File: config.mk
export PLATFORM = sky130hd
export DESIGN_NAME = gb_apu_function_length
export DESIGN_NICKNAME = d
export VERILOG_FILES = /design/src/rtl/gb_apu_function_length.sv
export SDC_FILE = /design/constraint.sdc
export NUM_CORES = 1
export LEC_CHECK = 0
export BUFFER_PORTS_ARGS = -buffer_cell sky130_fd_sc_hd__buf_2
export CAP_MARGIN = 40
export CORE_AREA = 2 2 39 41
export CTS_BUF_LIST = sky130_fd_sc_hd__clkbuf_4 sky130_fd_sc_hd__clkbuf_8
export CTS_CLUSTER_DIAMETER = 50
export DETAILED_ROUTE_END_ITERATION = 10
export DIE_AREA = 0 0 41 43
export SYNTH_ARGS = -nofsm -noshare
export SYNTH_HDL_FRONTEND = slang
export SYNTH_SLANG_ARGS = --single-unit
File: constraint.sdc
create_clock -name clk -period 2.11 [get_ports clk]
set_clock_uncertainty 0.1 [all_clocks]
set_input_delay 0.1055 -clock clk [delete_from_list [all_inputs] [get_ports clk]]
set_output_delay 0.1055 -clock clk [all_outputs]
set_load 0.02 [all_outputs]
File: src/rtl/gb_apu_function_length.sv
// Length counter for one Game Boy APU channel: a trigger loads the counter,
// length ticks count it up, and overflow past all-ones shuts the channel off.
module gb_apu_function_length #(
  parameter int WIDTH = 6
) (
  input  logic             clk,
  input  logic             reset,
  input  logic             clk_length_ctr,
  input  logic             start,
  input  logic             single,
  input  logic [WIDTH-1:0] length,
  output logic             enable
);

  logic [WIDTH-1:0] counter_q;
  logic [WIDTH-1:0] counter_d;
  logic             enable_q;
  logic             enable_d;

  // Next-state: a trigger beats a tick; a tick only advances a running, length-enabled channel.
  always_comb begin
    counter_d = counter_q;
    enable_d  = enable_q;
    if (start) begin
      counter_d = length;
      enable_d  = 1'b1;
    end else if (clk_length_ctr && enable_q && single) begin
      if (&counter_q) begin
        counter_d = {WIDTH{1'b0}};
        enable_d  = 1'b0;
      end else begin
        counter_d = counter_q + {{(WIDTH-1){1'b0}}, 1'b1};
        enable_d  = enable_q;
      end
    end else begin
      counter_d = counter_q;
      enable_d  = enable_q;
    end
  end

  // State registers with asynchronous active-low reset.
  always_ff @(posedge clk or negedge reset) begin
    if (!reset) begin
      counter_q <= {WIDTH{1'b0}};
      enable_q  <= 1'b0;
    end else begin
      counter_q <= counter_d;
      enable_q  <= enable_d;
    end
  end

  assign enable = enable_q;

endmodule

==> impl_metrics.csv <==
group,metric,value,unit
status,status,"completed",
power_and_ir_drop,p_leak,0.000234,uW
worst_setup_path,crit_required,2180,ps
clock_network,h-tree-depth,1,
clock_network,cts_setup_buffers,0,
place,dp_hpwl,667,um
power_and_ir_drop,pwr-share-clk,37.5,%
global_route,grt_pass1_wl,1.59,mm
yosys,syn_nets,55,
final_layout,fillers,149,
worst_setup_path,worstSetupPathType,"reg -> reg",
routing,viasPerCell,5.04,
global_route,first_global_vias,366,
final_layout,drive_gt1_share,27.9,%
power_and_ir_drop,peakVddDrop,0.240,mV
yosys,syn_area_per_cell,9.28,um^2
routing,top_layer,"met4",
clock_network,cts_buffers,3,
yosys,synthCells,43,
floorplan,die-area,1760,um^2
place,numPortBuffers,11,
yosys,synth-seq-cells,7,
timing,final.setup.tns,0,ps
yosys,ys_warn_count,0,
yosys,synth_area_leaders,"dfrtp_1, nand2_1, nand3_1",
clock_network,root_buffer,"clkbuf_4",
yosys,ys_types,24,
worst_setup_path,worst_ep_arrival_time,1510,ps
routing,drc,0,
routing,drt-met1-wl,445,um
global_route,overflow,0,
routing,vias,388,
floorplan,die_y,43,um
clock_network,clk_pin_slew,50,ps
worst_setup_path,critical-path-max-stage-delay,420,ps
final_layout,n_antenna_cell,0,
final_layout,final_common_cell,"buf_2",
clock_network,ctsResizeCount,0,
yosys,synth_seq_area_share,43.9,%
final_layout,fin_nets,74,
worst_setup_path,start_kind,"flop",
job,drv_cap,0,
final_layout,final_util,39.1,%
final_layout,syn2layout_area_growth,35.4,%
power_and_ir_drop,switchingPower,95.8,uW
global_route,antenna_found_initial,0,
floorplan,rows,14,
clock_network,cts_buffer_depth,2,
power_and_ir_drop,p_int,265,uW
timing,setup_viol,0,
routing,first_pass_iters,2,
routing,post_drt_wl_per_cell,11.6,um
timing,max_slew_margin,80.0,%
yosys,synth_top_area_cell,"dfrtp_1",
hold_path,min_path_type,"in -> reg",
timing,min_period_over_period,68.4,%
worst_setup_path,critPathSlowestCell,"dfrtp_1",
routing,wl_met2,391,um
timing,max_freq,693,MHz
power_and_ir_drop,seqPwrFrac,44.8,%
global_route,grt_util_all_layers,13.8,%
timing,rsz0062_at_grt,"no",
worst_setup_path,crit_chain,"ha_1 -> nand4_1 -> or3_1 -> a31oi_1",
yosys,synth_area,399,um^2
power_and_ir_drop,p_per_area,667,nW/um^2
clock_network,numClockSinks,7,
worst_setup_path,crit_path_end_kind,"flop",
place,gp_congestion,0.740,
yosys,synth_top_area_share,43.9,%
routing,met3_wirelength,42,um
floorplan,start_util,28.8,%
power_and_ir_drop,sw_frac_of_total,26.6,%
final_layout,final_cell_mix,"buf_2, dfrtp_1, nand2_1",
routing,ant_nets,0,
global_route,grt_max_degree,12,
clock_network,cts_tree,"done",
clock_network,clock_latency,250,ps
power_and_ir_drop,power,360,uW
power_and_ir_drop,pwr-share-comb,17.7,%
timing,whs,22.9,ps
timing,slew_viol_final,0,
worst_setup_path,cp_max_fo,6,
timing,tightest_slew,297,ps
timing,min_period,1440,ps
floorplan,die_x,41,um
timing,hold_violations,0,
floorplan,core_area,1380,um^2
routing,drtIter0Drc,6,
floorplan,io-pin-count,12,
routing,routed_wl,890,um
-- metrics by stage --
step	cell area, um^2	std cells	setup WS (ps)
finish	541	77	667
CTS	541	77	668
global route	541	77	605
global placement	470	69	719
floorplan	399	43	700
detailed placement	470	69	688
-- layer usage --
| metal | track usage [%] | vias up |
|---|---|---|
| met3 | 4.71 | 2 |
| met2 | 17.2 | 9 |
| met1 | 18.8 | 174 |
| met4 | 10.0 | 0 |
| met5 | 0 | - |
| li1 | - | 203 |
-- cells by family after synthesis --
family,count (synthesis),share of synthesized area [%]
adder cells (fa/ha/maj),1,3.13
flip-flops,7,43.9
AND/OR/NAND/NOR,19,27.3
AO/OA/AOI/OAI,12,19.1
buffers and inverters,2,1.88
multiplexers,1,2.51
XOR/XNOR,1,2.19
-- power groups by stage --
stage	clock [uW]	sequential (uW)	combinational, uW
after floorplan	0	160	37.7
after global placement	0	163	58.4
after detailed placement	0	164	58.3
after CTS	141	161	64.6
after global routing	152	163	74.8
final	135	161	63.9
-- synthesized netlist by cell type --
| cell | instances |
|---|---|
| inv_1 | 1 |
| or3_1 | 1 |
| a21oi_1 | 2 |
| a2bb2oi_1 | 1 |
| nand4_1 | 1 |
| nand3_1 | 4 |
| ha_1 | 1 |
| or4_1 | 2 |
| nand2_1 | 6 |
| clkbuf_1 | 1 |
| and4b_2 | 1 |
| dfrtp_1 | 7 |
| a31oi_1 | 1 |
| a22oi_1 | 1 |
| nand3_2 | 1 |
| nor2b_1 | 1 |
| mux2i_1 | 1 |
| o311ai_0 | 1 |
| xor2_1 | 1 |
| o21ai_0 | 4 |
| nand3b_1 | 1 |
| nor2_1 | 1 |
| o211ai_1 | 1 |
| o31ai_1 | 1 |
-- sequential cells by signal (all words and copies together) (netlist names) --
name,count
counter_q,6
enable,1
-- worst max-delay path: cells and delay by family, from the launching register on --
family          cells  cell delay (ps)
fa+ha+maj           1              220
simple gates        2              470
flops               1              420
compound gates      1              160
-- worst paths after layout --
check,endpoint,start,depth (start not counted),slack (ps)
max in group asynchronous,counter_q[3],reset,2,1620
setup reg to reg,counter_q[4],counter_q[0],4,670
hold / removal,counter_q[3],length[3],3,20
hold reg to reg,counter_q[4],counter_q[4],2,490
min in group asynchronous,counter_q[5],reset,2,130
setup / recovery,counter_q[4],counter_q[0],4,670
-- timing repair --
item | in CTS | in global routing
endpoints found under the setup margin | 0 | 0
hold buffers | 4 | 0
hold endpoints to repair | 10 | 0
-- cell type report --
type                            count  area, um^2  share of cell area, %
Multi-Input combinational cell     34         216                   40.0
Timing Repair Buffer               15        95.1                   17.6
Sequential cell                     7         175                   32.4
Inverter                            1        3.75                  0.694
Tap cell                           16        20.0                   3.70
Clock buffer                        4        30.0                   5.56
No activity file was read; power rests on OpenSTA's default activity.
